### src/rtl/chess_clock_pkg.sv
// Shared field widths, time constants and FSM state encoding for the chess clock.
package chess_clock_pkg;

    localparam int MIN_W  = 3;
    localparam int TENS_W = 3;
    localparam int ONES_W = 4;
    localparam int TIME_W = MIN_W + TENS_W + ONES_W;

    localparam logic [TIME_W-1:0] MAX_TIME  = {3'd5, 3'd5, 4'd9};
    localparam logic [TIME_W-1:0] ZERO_TIME = {3'd0, 3'd0, 4'd0};

    typedef enum logic [2:0] {
        ST_IDLE    = 3'd0,
        ST_RUN_W   = 3'd1,
        ST_RUN_B   = 3'd2,
        ST_PAUSE_W = 3'd3,
        ST_PAUSE_B = 3'd4,
        ST_FLAG    = 3'd5
    } state_t;

    function automatic logic [TIME_W-1:0] pack_time(input logic [MIN_W-1:0] m,
                                                    input logic [TENS_W-1:0] t,
                                                    input logic [ONES_W-1:0] o);
        return {m, t, o};
    endfunction

endpackage

### src/rtl/bcd_time_step.sv
// Combinational one-second BCD decrement (floored at 0:00) and, with INCREMENT_EN,
// a saturating per-move BCD increment applied after the decrement.
module bcd_time_step
    import chess_clock_pkg::*;
(
    input  logic [TIME_W-1:0] word,
    input  logic              dec_en,
    input  logic              inc_en,
    input  logic [3:0]        inc_sec,
    output logic [TIME_W-1:0] next_word,
    output logic              is_zero
);

    logic [MIN_W-1:0]  min_s;
    logic [TENS_W-1:0] tens_s;
    logic [ONES_W-1:0] ones_s;
    logic [TIME_W-1:0] dec_word_s;

    assign min_s  = word[9:7];
    assign tens_s = word[6:4];
    assign ones_s = word[3:0];

    // One-second decrement with BCD borrow, never going below 0:00
    always_comb begin
        dec_word_s = word;
        if (!dec_en) begin
            dec_word_s = word;
        end else if (word == ZERO_TIME) begin
            dec_word_s = ZERO_TIME;
        end else if (ones_s != 4'd0) begin
            dec_word_s = pack_time(min_s, tens_s, ones_s - 4'd1);
        end else if (tens_s != 3'd0) begin
            dec_word_s = pack_time(min_s, tens_s - 3'd1, 4'd9);
        end else begin
            dec_word_s = pack_time(min_s - 3'd1, 3'd5, 4'd9);
        end
    end

    assign is_zero = (dec_word_s == ZERO_TIME);

`ifdef INCREMENT_EN
    logic [4:0] ones_raw_s;
    logic [4:0] ones_fix_s;
    logic       ones_carry_s;
    logic [3:0] tens_raw_s;
    logic [3:0] tens_fix_s;
    logic       tens_carry_s;
    logic [3:0] min_raw_s;
    logic       unused_carry_bits_s;

    assign ones_raw_s   = {1'b0, dec_word_s[3:0]} + {1'b0, inc_sec};
    assign ones_carry_s = (ones_raw_s > 5'd9);
    assign ones_fix_s   = ones_carry_s ? (ones_raw_s - 5'd10) : ones_raw_s;
    assign tens_raw_s   = {1'b0, dec_word_s[6:4]} + {3'b000, ones_carry_s};
    assign tens_carry_s = (tens_raw_s > 4'd5);
    assign tens_fix_s   = tens_carry_s ? (tens_raw_s - 4'd6) : tens_raw_s;
    assign min_raw_s    = {1'b0, dec_word_s[9:7]} + {3'b000, tens_carry_s};
    assign unused_carry_bits_s = ^{ones_fix_s[4], tens_fix_s[3]};

    // Increment is skipped when the same-cycle decrement has just flagged the mover
    always_comb begin
        next_word = dec_word_s;
        if (inc_en && !(dec_en && is_zero)) begin
            if (min_raw_s > 4'd5) begin
                next_word = MAX_TIME;
            end else begin
                next_word = pack_time(min_raw_s[2:0], tens_fix_s[2:0], ones_fix_s[3:0]);
            end
        end else begin
            next_word = dec_word_s;
        end
    end
`else
    logic unused_inc_s;

    assign unused_inc_s = ^{inc_en, inc_sec};
    assign next_word    = dec_word_s;
`endif

endmodule

### src/rtl/chess_clock_countdown.sv
// Two-player chess clock: turn FSM, one-second prescaler and per-player BCD countdown.
// Optional macro INCREMENT_EN adds INC_SEC seconds to the mover's time on each turn switch.
module chess_clock_countdown
    import chess_clock_pkg::*;
#(
    parameter int TICK_CYCLES = 100000000,
    parameter int START_MIN   = 5,
    parameter int START_TENS  = 0,
    parameter int START_ONES  = 0,
    parameter int INC_SEC     = 2
) (
    input  logic              clk,
    input  logic              rst,
    input  logic              start,
    input  logic              move_w,
    input  logic              move_b,
    input  logic              pause,
    output logic [TIME_W-1:0] countdown_w,
    output logic [TIME_W-1:0] countdown_b,
    output logic              active_w,
    output logic              active_b,
    output logic              flag_w,
    output logic              flag_b
);

    localparam int PRE_W = (TICK_CYCLES > 1) ? $clog2(TICK_CYCLES) : 1;
    localparam logic [PRE_W-1:0]  PRE_LAST   = PRE_W'(TICK_CYCLES - 1);
    localparam logic [TIME_W-1:0] START_TIME = {3'(START_MIN), 3'(START_TENS), 4'(START_ONES)};
    localparam logic [3:0]        INC_SEC_V  = 4'(INC_SEC);

    state_t            state_r, state_nx_s;
    logic [PRE_W-1:0]  pre_r, pre_nx_s;
    logic [TIME_W-1:0] cw_r, cw_nx_s, cb_r, cb_nx_s;
    logic              flag_w_r, flag_w_nx_s, flag_b_r, flag_b_nx_s;
    logic              active_w_r, active_b_r;
    logic              tick_s;
    logic              dec_w_s, dec_b_s, inc_w_s, inc_b_s;
    logic [TIME_W-1:0] step_w_s, step_b_s;
    logic              zero_w_s, zero_b_s;

    assign tick_s  = ((state_r == ST_RUN_W) || (state_r == ST_RUN_B)) && (pre_r == PRE_LAST);
    assign dec_w_s = (state_r == ST_RUN_W) && tick_s;
    assign dec_b_s = (state_r == ST_RUN_B) && tick_s;
`ifdef INCREMENT_EN
    assign inc_w_s = (state_r == ST_RUN_W) && move_w;
    assign inc_b_s = (state_r == ST_RUN_B) && move_b;
`else
    assign inc_w_s = 1'b0;
    assign inc_b_s = 1'b0;
`endif

    bcd_time_step step_w (
        .word      (cw_r),
        .dec_en    (dec_w_s),
        .inc_en    (inc_w_s),
        .inc_sec   (INC_SEC_V),
        .next_word (step_w_s),
        .is_zero   (zero_w_s)
    );

    bcd_time_step step_b (
        .word      (cb_r),
        .dec_en    (dec_b_s),
        .inc_en    (inc_b_s),
        .inc_sec   (INC_SEC_V),
        .next_word (step_b_s),
        .is_zero   (zero_b_s)
    );

    // Next-state, prescaler and countdown update; priority start > flag > move > pause
    always_comb begin
        state_nx_s  = state_r;
        pre_nx_s    = pre_r;
        cw_nx_s     = cw_r;
        cb_nx_s     = cb_r;
        flag_w_nx_s = flag_w_r;
        flag_b_nx_s = flag_b_r;
        if (start) begin
            state_nx_s  = ST_RUN_W;
            pre_nx_s    = '0;
            cw_nx_s     = START_TIME;
            cb_nx_s     = START_TIME;
            flag_w_nx_s = 1'b0;
            flag_b_nx_s = 1'b0;
        end else begin
            case (state_r)
                ST_RUN_W: begin
                    pre_nx_s = tick_s ? '0 : pre_r + PRE_W'(1);
                    cw_nx_s  = step_w_s;
                    if (tick_s && zero_w_s) begin
                        flag_w_nx_s = 1'b1;
                        state_nx_s  = ST_FLAG;
                    end else if (move_w) begin
                        state_nx_s = ST_RUN_B;
                        pre_nx_s   = '0;
                    end else if (pause) begin
                        state_nx_s = ST_PAUSE_W;
                    end else begin
                        state_nx_s = ST_RUN_W;
                    end
                end
                ST_RUN_B: begin
                    pre_nx_s = tick_s ? '0 : pre_r + PRE_W'(1);
                    cb_nx_s  = step_b_s;
                    if (tick_s && zero_b_s) begin
                        flag_b_nx_s = 1'b1;
                        state_nx_s  = ST_FLAG;
                    end else if (move_b) begin
                        state_nx_s = ST_RUN_W;
                        pre_nx_s   = '0;
                    end else if (pause) begin
                        state_nx_s = ST_PAUSE_B;
                    end else begin
                        state_nx_s = ST_RUN_B;
                    end
                end
                ST_PAUSE_W: state_nx_s = pause ? ST_RUN_W : ST_PAUSE_W;
                ST_PAUSE_B: state_nx_s = pause ? ST_RUN_B : ST_PAUSE_B;
                ST_IDLE:    state_nx_s = ST_IDLE;
                ST_FLAG:    state_nx_s = ST_FLAG;
                default:    state_nx_s = ST_IDLE;
            endcase
        end
    end

    // State and output registers; active flags are decoded from the next state
    always_ff @(posedge clk or posedge rst) begin
        if (rst) begin
            state_r    <= ST_IDLE;
            pre_r      <= '0;
            cw_r       <= START_TIME;
            cb_r       <= START_TIME;
            flag_w_r   <= 1'b0;
            flag_b_r   <= 1'b0;
            active_w_r <= 1'b0;
            active_b_r <= 1'b0;
        end else begin
            state_r    <= state_nx_s;
            pre_r      <= pre_nx_s;
            cw_r       <= cw_nx_s;
            cb_r       <= cb_nx_s;
            flag_w_r   <= flag_w_nx_s;
            flag_b_r   <= flag_b_nx_s;
            active_w_r <= (state_nx_s == ST_RUN_W);
            active_b_r <= (state_nx_s == ST_RUN_B);
        end
    end

    assign countdown_w = cw_r;
    assign countdown_b = cb_r;
    assign active_w    = active_w_r;
    assign active_b    = active_b_r;
    assign flag_w      = flag_w_r;
    assign flag_b      = flag_b_r;

endmodule

### config.mk
export PLATFORM = sky130hd
export DESIGN_NAME = chess_clock_countdown
export DESIGN_NICKNAME = d
export VERILOG_FILES = /design/src/rtl/chess_clock_pkg.sv /design/src/rtl/bcd_time_step.sv /design/src/rtl/chess_clock_countdown.sv
export SDC_FILE = /design/constraint.sdc
export NUM_CORES = 1
export LEC_CHECK = 0
export ABC_AREA = 1
export BUFFER_PORTS_ARGS = -buffer_cell sky130_fd_sc_hd__buf_2
export CORE_AREA = 2 2 130 106
export DETAILED_ROUTE_END_ITERATION = 10
export DIE_AREA = 0 0 132 108
export SYNTH_ARGS = -nofsm -noshare
export SYNTH_HDL_FRONTEND = slang
export SYNTH_SLANG_ARGS = --single-unit
### constraint.sdc
create_clock -name clk -period 2.38 [get_ports clk]
set_input_delay 0.119 -clock clk [delete_from_list [all_inputs] [get_ports clk]]
set_output_delay 0.119 -clock clk [all_outputs]
set_load 0.01 [all_outputs]
Word level (Yosys, flattened, before mapping)
Cells that the tools add are included.
{ "totals": {"regBits": 54, "output_inout_bits": 24, "elab_cells": 79} }
{ "classes": {"addsub": 7, "eq_ne": 8, "n_mux": 35, "reduce_logical": 21} }
{ "ops": {"columns": ["op", "count"], "rows": [
  ["27-bit two-way mux", 6],
  ["10-bit two-way mux", 12],
  ["27-bit case mux with 2 select lines", 1],
  ["10-bit logical NOT", 4],
  ["27-bit by 1-bit adder with 27-bit output (second input constant)", 1],
  ["27-bit equality test (second input constant)", 1],
  ["3-bit two-way mux", 6],
  ["3-bit case mux with 5 select lines", 1],
  ["3-bit by 1-bit subtractor with 3-bit output (second input constant)", 4],
  ["3-bit by 2-bit equality test with 1-bit output (second input constant)", 3],
  ["3-bit nonzero test", 3],
  ["2-bit nonzero test", 4],
  ["4-bit nonzero test", 2],
  ["4-bit by 1-bit subtractor with 4-bit output (second input constant)", 2],
  ["3-bit by 1-bit equality test with 1-bit output (second input constant)", 2],
  ["3-bit equality test (second input constant)", 2],
  ["1-bit two-way mux", 6],
  ["2-bit two-way mux", 3],
  ["1-bit logical AND", 5],
  ["2-bit AND reduction", 2],
  ["1-bit logical OR", 1]
]} }

Longest topological paths before layout
Gate-level depths: netlist (run 1).
{ "depth": {"depth_word": 11, "mapped_depth": 18, "depth_no_buf": 18} }

Cells and area by module
From an unflattened synthesis (run 1), not the netlist that was laid out.
{ "unflattened": {"hier_cells": 565, "area_unflattened_um2": 4000.1} }
{ "by_module_without_submodules": {"columns": ["mod", "n_inst", "cells_per_inst", "area_each_um2", "seq_area_each_um2"], "rows": [
  ["chess_clock_countdown", 1, 371, 2981.6, 1356.3],
  ["bcd_time_step", 2, 97, 509.2, 0.0]
]} }

Worst setup path after synthesis (run 1)
Ideal clock, no wire load.
{ "synth_path": {"path_type": "register to register", "startpoint": "reg cb_r[0] (netlist: countdown_b[0])", "endpoint": "reg active_b_r (netlist: active_b)", "arrival_ns": 1.992, "required_time_ns": 2.262, "slack_ns": 0.271, "path_stages_with_launch": 18, "path_buffers": 0, "synth_period_minus_slack_ns": 2.109, "path_cell_list": "dfrtp_1 -> inv_1 -> ha_1 -> nand2_1 -> nor2_2 -> nand3_1 -> nand2_1 -> nand4_1 -> nand2_1 -> nand2_1 -> nor2_1 -> nand3_1 -> nand2_1 -> nand2_1 -> nand2_2 -> nand2_1 -> nand2_1 -> nor2_1"} }
{ "synth_via": {"elab_chain_len": 10} }
{ "synth_lines": {"columns": ["element", "line", "rtl"], "rows": [
  ["start: declaration", "chess_clock_countdown.sv:33", "logic [TIME_W-1:0] cw_r, cw_nx_s, cb_r, cb_nx_s;"],
  ["start signal: assignment", "chess_clock_countdown.sv:141", "cb_r <= cb_nx_s;"],
  ["4-bit by 1-bit subtractor with 4-bit output or 4-bit nonzero test (tied branches)", "bcd_time_step.sv:31, bcd_time_step.sv:30", null],
  ["10-bit two-way mux", "bcd_time_step.sv:30", "end else if (ones_s != 4'd0) begin"],
  ["10-bit two-way mux", "bcd_time_step.sv:28", "end else if (word == ZERO_TIME) begin"],
  ["10-bit two-way mux (*)", "bcd_time_step.sv:26", "if (!dec_en) begin"],
  ["10-bit logical NOT (*)", "bcd_time_step.sv:39", "assign is_zero = (dec_word_s == ZERO_TIME);"],
  ["1-bit logical AND (*)", "chess_clock_countdown.sv:105", "if (tick_s && zero_b_s) begin"],
  ["3-bit two-way mux (*)", "chess_clock_countdown.sv:105", null],
  ["3-bit case mux with 5 select lines (*)", "chess_clock_countdown.sv:86", "case (state_r)"],
  ["3-bit two-way mux (*)", "chess_clock_countdown.sv:78", "if (start) begin"],
  ["3-bit by 2-bit equality test with 1-bit output (*)", "chess_clock_countdown.sv:145", "active_b_r <= (state_nx_s == ST_RUN_B);"],
  ["end signal: assignment", "chess_clock_countdown.sv:145", null],
  ["end: declaration", "chess_clock_countdown.sv:35", "logic active_w_r, active_b_r;"]
]} }
Mark *: on every way between the ends. The rest lies on a longest branch, timed or not.
A chain may end at the register's enable or synchronous reset.

Final worst setup path (run 1)
{ "layout_path": {"startpoint": "reg pre_r[1]", "endpoint": "reg active_b_r (netlist: active_b)"} }
{ "layout_via": {"elab_chain_len": 10} }
{ "layout_lines": {"columns": ["element", "line", "rtl"], "rows": [
  ["start: declaration", "chess_clock_countdown.sv:32", "logic [PRE_W-1:0] pre_r, pre_nx_s;"],
  ["start signal: assignment", "chess_clock_countdown.sv:139", "pre_r <= pre_nx_s;"],
  ["27-bit equality test (*)", "chess_clock_countdown.sv:41", "assign tick_s = ((state_r == ST_RUN_W) || (state_r == ST_RUN_B)) && (pre_r == PRE_LAST);"],
  ["1-bit logical AND (*)", "chess_clock_countdown.sv:41", null],
  ["1-bit logical AND (on tied branches)", "chess_clock_countdown.sv:43, chess_clock_countdown.sv:42", null],
  ["10-bit two-way mux", "bcd_time_step.sv:26", null],
  ["10-bit logical NOT", "bcd_time_step.sv:39", null],
  ["1-bit logical AND (on tied branches)", "chess_clock_countdown.sv:105, chess_clock_countdown.sv:90", null],
  ["3-bit two-way mux (on tied branches)", "chess_clock_countdown.sv:105, chess_clock_countdown.sv:90", null],
  ["3-bit case mux with 5 select lines (*)", "chess_clock_countdown.sv:86", null],
  ["3-bit two-way mux (*)", "chess_clock_countdown.sv:78", null],
  ["3-bit by 2-bit equality test with 1-bit output (*)", "chess_clock_countdown.sv:145", null]
]} }
Marks and branches as above.

==> results of run 1 <==
==> what timing repair did <==
action / in CTS / in global routing
gates resized for setup: 7 / 44
buffers inserted: 0 / 13
hold buffers: 1 / 0
pin swaps: 0 / 19
endpoints found under the hold margin: 50 / 0
setup endpoints to repair: 2 / 7
cloned: 0 / 0
==> per-layer routing <==
| layer | up-vias | track usage (%) | wire, um |
|---|---|---|---|
| met5 | - | 0 | 0 |
| met2 | 79 | 21.1 | 4330 |
| met3 | 4 | 2.20 | 397 |
| met4 | 0 | 2.17 | 48 |
| li1 | 1844 | - | - |
| met1 | 1688 | 20.3 | 5060 |
==> per-stage QoR <==
step                      instance area, um2  total power, W  utilization [%]  setup WS (ns)
after floorplan                         3820         0.00115                -          0.271
after global placement                  4280         0.00121             33.3        -0.0115
after detailed placement                4280         0.00122             33.3        -0.0159
after CTS                               4500         0.00220             35.1        0.00502
after global routing                    4780         0.00230             37.3        -0.0949
final                                   4780         0.00220             37.3         0.0240
==> how the worst max path moves through the flow <==
stage	from	end	slack, ns
6_report	pre_r[1]$_DFFE_PP0P_	active_b$_DFF_PP0_	0.02
5_1_grt	pre_r[0]$_DFFE_PP0P_	active_b$_DFF_PP0_	-0.09
4_1_cts	countdown_b[1]$_DFFE_PP0P_	active_b$_DFF_PP0_	0.005
3_5_place_dp	countdown_b[0]$_DFFE_PP0P_	active_b$_DFF_PP0_	-0.02
3_3_place_gp	countdown_b[0]$_DFFE_PP0P_	active_b$_DFF_PP0_	-0.01
2_1_floorplan	countdown_b[0]$_DFFE_PP0P_	active_b$_DFF_PP0_	0.27
==> sequential cells by signal (all words and copies together), names as in the netlist <==
| signal | count |
|---|---|
| active_b | 1 |
| countdown_w | 10 |
| pre_r | 27 |
| flag_w | 1 |
| state_r | 3 |
| countdown_b | 10 |
| flag_b | 1 |
| active_w | 1 |
==> area by class of cell <==
class	count	area, um2	area share, %
sequential	54	1360	28.4
timing repair buffer	57	374	7.83
inverter	73	283	5.91
clock buffer	6	139	2.90
clock inverter	2	60.1	1.26
multi-input combinational	399	2350	49.1
tap	175	219	4.58
==> critical path, delay by kind of cell, from the launching register on <==
family,cells,cell delay (ns)
fa+ha+maj,1,0.19
buf+inv,1,0.10
flops,1,0.42
simple gates,16,1.53
==> layout by cell type, fill, tap and decap left out, types with 3 or more instances in the layout <==
cell type,netlist,final
a211oi_1,4,4
a21oi_1,24,22
a21oi_2,1,3
buf_2,5,29
buf_4,0,25
clkbuf_16,0,5
dfrtp_1,50,48
dfstp_2,4,4
ha_1,6,4
inv_1,53,48
inv_2,15,19
inv_4,1,3
nand2_1,143,134
nand2_2,6,13
nand2_4,2,3
nand3_1,43,37
nand3_2,7,11
nand3_4,4,6
nand3b_1,3,3
nand4_1,12,12
nor2_1,63,57
nor2_2,10,9
nor2_4,6,13
nor2_8,3,3
nor3_1,12,11
nor3_2,3,3
o21a_1,4,4
o21ai_0,16,16
o21ai_1,3,3
or2_2,3,3
xor2_1,5,5
==> logic make-up after synthesis <==
| logic type | after synthesis |
|---|---|
| simple gates | 329 |
| compound gates | 57 |
| fa+ha+maj | 6 |
| buf+inv | 79 |
| flops | 54 |
| xor+xnor | 7 |
==> power groups by stage <==
stage / logic [W] / clock network (W) / registers (W)
finish: 0.000264 / 0.000966 / 0.000971
global route: 0.000293 / 0.00103 / 0.000974
floorplan: 0.000168 / 0 / 0.000978
detailed placement: 0.000239 / 0 / 0.000980
global placement: 0.000235 / 0 / 0.000979
CTS: 0.000243 / 0.000997 / 0.000963
==> results.json, run 1 <==
{
  "synth-edff-count": 0,
  "io_pins": 30,
  "yosys.area.top_type": "dfrtp_1",
  "combPwrFrac_pct": 12.0,
  "synthXorXnorAreaFrac_pct": 1.60,
  "numCtsBuffers": 5,
  "cts_tree": "built",
  "hold_viol_final": 0,
  "netlist.area_leader.share_pct": 32.7,
  "cpPeakStageDelay_ns": 0.42,
  "die_y_um": 108,
  "drc": 0,
  "tightest_slew_ns": 0.348,
  "synthMuxAreaShare_pct": 0,
  "syn_nets": 544,
  "antenna_left": 0,
  "hold_path.class": "in2reg",
  "fin_nets": 602,
  "clk_pin_slew_ns": 0.08,
  "clock_sinks": 54,
  "htree_levels": 2,
  "outcome": "finished, final reports clean",
  "netlist_instances": 532,
  "maxCapViolCount": 0,
  "synthAdderAreaFrac_pct": 1.96,
  "drtIter0Drc": 198,
  "core_area_um2": 12800,
  "die_w_um": 132,
  "holdWs_ns": 0.155,
  "min_to": "state_r[1]$_DFF_PP0_",
  "dp_hpwl_um": 7360,
  "routabilityCongestion": 0.879,
  "synth_area_leaders": "dfrtp_1 (33%), nand2_1 (14%), nor2_1 (6.2%)",
  "rows": 37,
  "syn_avg_cell_area_um2": 7.18,
  "start_util_pct": 29.8,
  "synth_compound_area_share_pct": 8.51,
  "r2r_slack_ns": 0.02,
  "grt_pass1_wl_um": 16100,
  "antenna_found_initial": 0,
  "regToRegStartpoint": "pre_r[1]$_DFFE_PP0P_",
  "setup_viol": 0,
  "p_int_w": 0.00166,
  "ys_async_sr_fraction_pct": 100,
  "slew_headroom_pct": 76.6,
  "synth-simple-area-share_pct": 44.4,
  "rsz0062_at_grt": "yes",
  "yosysWarnings": 0,
  "fin_crit_sh_pct": 99.0,
  "ys_seq_area_share_pct": 35.5,
  "first_pass_iters": 4,
  "start_kind": "register",
  "synth_ff_type": "dfrtp_1",
  "crit_chain": "ha_4 -> nand2_4 -> nor2_4 -> nand3_4 -> nor2_8 -> nand3_4 -> inv_4 -> nand2_1 -> nand2_2 -> nand2_2 -> nor2_4 -> nand3_2 -> nand2_1 -> nand2_1 -> nand2_2 -> nand2_1 -> nand2_1 -> nor2_2",
  "antenna_cells": 0,
  "synth_top_family_by_area": "simple AND/OR/NAND/NOR gates",
  "finalSetupTns_ns": 0,
  "drv_slew": 0,
  "grt.overflow.total": 0,
  "grt_pass1_vias": 3312,
  "endpoint_kind": "register",
  "grtUsageTotal_pct": 13.6,
  "crit_fanout": 5,
  "routed_wl_um": 9840,
  "p_sw_w": 0.000545,
  "hp-start": "pause",
  "max-vdd-ir-drop_mv": 0.413,
  "crit_type": "reg2reg",
  "via_count": 3615,
  "final.min_clock_period_ns": 2.36,
  "cp.required_ns": 2.56,
  "n_fill_cell": 1367,
  "stdcell_count": 766,
  "clockRootBuffer": "clkbuf_16",
  "port_buffers": 29,
  "synth_cell_types": 44,
  "p_per_area_nw_per_um2": 460,
  "p_clk_share_pct": 43.9,
  "dieArea_um2": 14300,
  "clk_latency_ns": 0.29,
  "min_delay_path_depth": 4,
  "clockBufferDepth": 2,
  "synth-seq-cells": 54,
  "cpMostUsedCell": "nand2_1",
  "synth_area_um2": 3820,
  "vias_per_cell": 4.72,
  "cp.arrival_ns": 2.54,
  "switching_share_pct": 24.7,
  "dpl.cell_count": 744,
  "p_seq_share_pct": 44.1,
  "clock_skew_ns": 0.00918,
  "p_leak_nw": 2.34,
  "r2r-end": "active_b$_DFF_PP0_",
  "grt_max_degree": 55,
  "wl_per_cell_um": 12.8,
  "synthTopCellsByCount": "nand2_1 (143), nor2_1 (63), inv_1 (53)",
  "yosysMostFrequentCell": "nand2_1",
  "rr_worst_depth": 18,
  "critPathSlowestCell": "dfrtp_1",
  "layout-drive-gt1-share_pct": 29.1,
  "area_delta_synth_final_pct": 25.1,
  "fmax_mhz": 424
}
No activity file was read; power rests on OpenSTA's default activity.
==> run 2: changes to the inputs <==
--- a/config.mk
+++ b/config.mk
@@ -7,9 +7,9 @@
 export LEC_CHECK = 0
 export ABC_AREA = 1
 export BUFFER_PORTS_ARGS = -buffer_cell sky130_fd_sc_hd__buf_2
-export CORE_AREA = 2 2 130 106
+export CORE_AREA = 3 3 131 107
 export DETAILED_ROUTE_END_ITERATION = 10
-export DIE_AREA = 0 0 132 108
+export DIE_AREA = 0 0 134 110
 export SYNTH_ARGS = -nofsm -noshare
 export SYNTH_HDL_FRONTEND = slang
 export SYNTH_SLANG_ARGS = --single-unit
==> constraint.sdc (replaced) <==
create_clock -name clk -period 2.38 [get_ports clk]
set_input_delay 0.238 -clock clk [delete_from_list [all_inputs] [get_ports clk]]
set_output_delay 0.238 -clock clk [all_outputs]
set_load 0.01 [all_outputs]
==> run 2 against run 1 <==
Against the previous run: via count grew 3.1%; maximum frequency grew 3.3%; hold slack lost 0.14 ns; first-iteration DRC count grew 7.1%; non-clock buffer count grew 13; combinational power grew 6%; cell area grew 1.4%; count of clock-buffer cells in the layout is the same; die area grew 3.4%; sequential share of layout area shrank 0.40 points; register-to-register slack gained 0.08 ns; cell count grew 1.7%.
==> results.json, run 2 (synthesis results as in run 1) <==
{
  "outcome": "finished, final reports clean",
  "clockBufferDepth": 2,
  "die_w_um": 134,
  "final_cell_mix": "nand2_1 (130), nor2_1 (53), dfrtp_1 (48)",
  "antenna_left": 0,
  "setup_viol": 0,
  "crit_fanout": 5,
  "dieArea_um2": 14700,
  "fmax_mhz": 438,
  "htree_levels": 2,
  "clock_skew_ns": 0.00733,
  "fin_area_um2": 4850,
  "n_fill_cell": 1336,
  "endpoint_kind": "register",
  "top_register": "pre_r",
  "hold_viol_final": 0,
  "port_buffers": 29,
  "rows": 37,
  "antenna_found_initial": 0,
  "finalSetupTns_ns": 0,
  "via_count": 3726,
  "grtUsageTotal_pct": 13.3,
  "clk_pin_slew_ns": 0.07,
  "first_pass_iters": 5,
  "vias_per_cell": 4.78,
  "p_per_area_nw_per_um2": 417,
  "crit_type": "reg2reg",
  "cp.arrival_ns": 2.47,
  "start_kind": "register",
  "drc": 0,
  "grt_max_degree": 29,
  "largest_reg_flops": 27,
  "cts_tree": "built",
  "p_leak_nw": 2.37,
  "slew_headroom_pct": 58.5,
  "grt.overflow.total": 0,
  "die_y_um": 110,
  "hold_path.class": "in2async",
  "fin_nets": 615,
  "routed_wl_um": 10100,
  "drv_slew": 0,
  "io_pins": 30,
  "drtIter0Drc": 212,
  "layout-drive-gt1-share_pct": 32.5,
  "wl_per_cell_um": 12.9,
  "post_dp_cell_area_um2": 4280,
  "start_util_pct": 29.8,
  "core_area_um2": 12800,
  "cp.required_ns": 2.57,
  "dp_hpwl_um": 7410,
  "clockRootBuffer": "clkbuf_16",
  "numCtsBuffers": 5,
  "area_delta_synth_final_pct": 26.8,
  "antenna_cells": 0,
  "routabilityCongestion": 0.876,
  "cts_hold_buf": 0,
  "tightest_slew_ns": 0.621,
  "max-vdd-ir-drop_mv": 0.262,
  "grt_pass1_vias": 3271,
  "final.min_clock_period_ns": 2.28,
  "clk_latency_ns": 0.29,
  "grt_pass1_wl_um": 16100,
  "final_common_cell": "nand2_1",
  "fin_crit_sh_pct": 95.8,
  "clock_sinks": 54,
  "maxCapViolCount": 0
}
run 2: through the flow:
step           cells  power (W)  utilization (%)  hold WS (ns)  setup WS [ns]
2_1_floorplan    532    0.00115                -         0.436          0.271
3_3_place_gp     745    0.00122             33.4         0.356        -0.0605
3_5_place_dp     745    0.00122             33.4         0.356       -0.00847
4_1_cts          753    0.00200             34.7        0.0392        0.00965
5_1_grt          779    0.00213             37.8        0.0734        -0.0418
6_report         779    0.00202             37.8        0.0161         0.0994
run 2: critical path: stages, from the launching register on:
cell and delay, ns:
dfrtp_1 0.42, inv_2 0.08, ha_2 0.20, nand2_2 0.08
nor2_4 0.14, buf_6 0.13, buf_4 0.11, nand2_1 0.04
o211ai_1 0.11, nand2_2 0.08, nand2_2 0.09, nand2_2 0.07
nor2_4 0.14, nand3_2 0.12, nand2_2 0.09, nand2_2 0.05
nand2_2 0.09, nand2_1 0.05, nand2_1 0.05, nor2_1 0.04
run 2: what timing repair did:
action	CTS	global route
resized for setup	3	58
setup endpoints to repair	2	6
setup buffers	0	26
endpoints found under the hold margin	0	0
pin swaps	0	28
run 2: worst paths after layout:
check	cells past startpoint	slack [ns]	end	from
setup / recovery	19	0.1	active_b$_DFF_PP0_	countdown_b[0]$_DFFE_PP0P_
hold / removal	2	0.02	countdown_w[1]$_DFFE_PP0P_	rst
setup reg to reg	19	0.1	active_b$_DFF_PP0_	countdown_b[0]$_DFFE_PP0P_
hold reg to reg	1	0.50	pre_r[14]$_DFFE_PP0P_	pre_r[14]$_DFFE_PP0P_
max in group asynchronous	3	1.72	countdown_w[7]$_DFFE_PP1P_	rst
min in group clk	4	0.30	state_r[1]$_DFF_PP0_	pause
run 2: metal layers:
| layer | vias up | global-route usage (%) | wire length [um] |
|---|---|---|---|
| met5 | - | 0 | 0 |
| met4 | 0 | 3.08 | 83 |
| met3 | 6 | 1.95 | 343 |
| met2 | 68 | 20.2 | 4570 |
| met1 | 1785 | 19.9 | 5060 |
| li1 | 1867 | - | - |
run 2: power breakdown:
part / leakage, nW / switching (W) / internal, W
Combinational: 1.56 / 0.000182 / 0.0000981
Sequential: 0.729 / 0.0000310 / 0.000941
Clock: 0.0735 / 0.000348 / 0.000424
run 2: area by class of cell:
| type | instances | area (um2) | area share (%) |
|---|---|---|---|
| Clock buffer | 6 | 139 | 2.86 |
| Sequential cell | 54 | 1360 | 28.0 |
| Clock inverter | 2 | 16.3 | 0.335 |
| Tap cell | 175 | 219 | 4.52 |
| Timing Repair Buffer | 70 | 473 | 9.75 |
| Multi-Input combinational cell | 399 | 2360 | 48.7 |
| Inverter | 73 | 280 | 5.78 |
==> run 3: changes to the inputs <==
--- a/config.mk
+++ b/config.mk
@@ -10,6 +10,7 @@
 export CORE_AREA = 3 3 131 107
 export DETAILED_ROUTE_END_ITERATION = 10
 export DIE_AREA = 0 0 134 110
+export REMOVE_ABC_BUFFERS = 1
 export SYNTH_ARGS = -nofsm -noshare
 export SYNTH_HDL_FRONTEND = slang
 export SYNTH_SLANG_ARGS = --single-unit
==> run 3 against run 2 <==
Against the previous run: clock skew is 0.00093 ns lower; via count is 1.9% lower; cell count is 1.4% lower; sequential share of layout area is 1.0 points higher; count of clock-buffer cells in the layout is 1 lower; die area stayed put; sequential cell count stayed put; cell area is 3.5% lower; combinational power is 6% lower; critical path type unchanged; largest power group unchanged.
==> results.json, run 3 (synthesis results as in run 1) <==
{
  "vias_per_cell": 4.76,
  "rsz0062_at_grt": "yes",
  "r2r-end": "active_b$_DFF_PP0_",
  "p_clk_share_pct": 40.7,
  "path_buf_inv": 0,
  "grt.overflow.total": 0,
  "clockBufferDepth": 2,
  "grtUsageTotal_pct": 13.8,
  "final.min_clock_period_ns": 2.30,
  "clock_sinks": 54,
  "largest_reg_flops": 27,
  "dpl.cell_count": 751,
  "start_kind": "register",
  "via_count": 3656,
  "min_delay_path_depth": 4,
  "port_buffers": 29,
  "crit_fanout": 6,
  "p_per_area_nw_per_um2": 444,
  "grt_pass1_wl_um": 16900,
  "r2r_slack_ns": 0.08,
  "rr_worst_depth": 14,
  "hold_path.class": "in2reg",
  "grt_max_degree": 21,
  "grt_pass1_vias": 3495,
  "clk_latency_ns": 0.29,
  "multiInputGateArea_um2": 2280,
  "io_pins": 30,
  "area_delta_synth_final_pct": 22.4,
  "die_y_um": 110,
  "p_seq_share_pct": 46.7,
  "pre_cts_ws_ns": 0.0163,
  "tightest_slew_ns": 0.457,
  "die_w_um": 134,
  "p_sw_w": 0.000551,
  "endpoint_kind": "register",
  "maxUsedRoutingLayer": "met4",
  "crit_chain": "ha_4 -> nand3_2 -> nor2_8 -> nand3_2 -> nor2_4 -> nand3_1 -> nand2_2 -> nand3_1 -> nor2_1 -> nand4_1 -> a21oi_2 -> nand2_1 -> nand2_1 -> nor2_1",
  "slew_headroom_pct": 69.4,
  "outcome": "finished, final reports clean",
  "stdcell_count": 768,
  "max-vdd-ir-drop_mv": 0.366,
  "top_register": "pre_r",
  "fin_crit_sh_pct": 96.6,
  "dp_hpwl_um": 7530,
  "wl_met3_um": 385,
  "crit_type": "reg2reg",
  "p_int_w": 0.00153,
  "start_util_pct": 29.8,
  "antenna_cells": 0,
  "rows": 37,
  "final_common_cell": "nand2_1",
  "antenna_left": 0,
  "critPathSlowestCell": "dfrtp_1",
  "met1_length_um": 5080,
  "wl_met2_um": 4320,
  "wl_per_cell_um": 12.8,
  "layout.area.seq_um2": 1360,
  "drc": 0,
  "fmax_mhz": 435,
  "cpPeakStageDelay_ns": 0.41,
  "n_fill_cell": 1371,
  "clock_skew_ns": 0.00640,
  "antenna_found_initial": 0,
  "routabilityCongestion": 0.852,
  "core_area_um2": 12800,
  "p_leak_nw": 2.31,
  "dieArea_um2": 14700,
  "clk_pin_slew_ns": 0.07,
  "hold_viol_final": 0,
  "maxCapViolCount": 0,
  "drtIter0Drc": 265,
  "clockRootBuffer": "clkbuf_16",
  "final_cell_mix": "nand2_1 (137), nor2_1 (56), inv_1 (50)",
  "layout-drive-gt1-share_pct": 28.0,
  "cp.arrival_ns": 2.48,
  "cts_tree": "built",
  "hp-start": "pause",
  "drv_slew": 0,
  "min_to": "state_r[1]$_DFF_PP0_",
  "setup_viol": 0,
  "combPwrFrac_pct": 12.6,
  "routed_wl_um": 9820,
  "switching_share_pct": 26.5,
  "cp.required_ns": 2.56,
  "final_util_pct": 36.5,
  "regToRegStartpoint": "pre_r[1]$_DFFE_PP0P_",
  "path_delay_family": "simple AND/OR/NAND/NOR gates",
  "htree_levels": 2,
  "layout_setup_ws_ns": 0.0816,
  "numCtsBuffers": 5,
  "fin_nets": 604,
  "first_pass_iters": 5
}
[run 3: tightest hold or removal path: cells and delay by family]
kind                   cells  cell delay [ns]
buffers and inverters      1             0.10
AND/OR/NAND/NOR            2             0.12
AO/OA/AOI/OAI              1             0.06
[run 3: how the worst max path moves through the flow]
stage | startpoint | end | cells past startpoint
2_1_floorplan | countdown_w[0]$_DFFE_PP0P_ | active_w$_DFF_PP0_ | 17
3_3_place_gp | pre_r[0]$_DFFE_PP0P_ | active_b$_DFF_PP0_ | 14
3_5_place_dp | countdown_w[0]$_DFFE_PP0P_ | active_b$_DFF_PP0_ | 15
4_1_cts | countdown_w[0]$_DFFE_PP0P_ | active_b$_DFF_PP0_ | 15
5_1_grt | pre_r[1]$_DFFE_PP0P_ | active_b$_DFF_PP0_ | 14
6_report | pre_r[1]$_DFFE_PP0P_ | active_b$_DFF_PP0_ | 14
[run 3: per-stage QoR]
step                TNS [ns]  area [um2]  hold slack (ns)  total power (W)
detailed placement         0        4320            0.276          0.00122
finish                     0        4680            0.271          0.00208
global route         -0.0759        4680            0.280          0.00217
global placement           0        4320            0.260          0.00122
floorplan                  0        3790            0.300          0.00114
CTS                        0        4500            0.268          0.00208
[run 3: layer usage]
layer / track usage, % / up-vias
met4: 1.76 / 0
met5: 0 / -
met3: 2.18 / 5
li1: - / 1846
met1: 20.2 / 1731
met2: 22.2 / 74
[run 3: timing repair]
action | in CTS | in global routing
hold endpoints to repair | 17 | 0
pin swaps | 0 | 16
hold buffers | 1 | 0
setup endpoints to repair | 2 | 8
resized for setup | 1 | 35
buffers inserted | 0 | 8
[run 3: final cells by class]
type	instances	area share, %
Clock buffer	5	2.67
Clock inverter	3	0.936
Inverter	73	5.96
Multi-Input combinational cell	399	48.7
Sequential cell	54	29.0
Tap cell	175	4.68
Timing Repair Buffer	59	8.05
[run 3: power groups by stage]
stage | sequential, W | clock (W) | combinational (W)
finish | 0.000970 | 0.000846 | 0.000262
CTS | 0.000962 | 0.000871 | 0.000247
global route | 0.000974 | 0.000907 | 0.000292
floorplan | 0.000978 | 0 | 0.000158
global placement | 0.000979 | 0 | 0.000239
detailed placement | 0.000979 | 0 | 0.000242
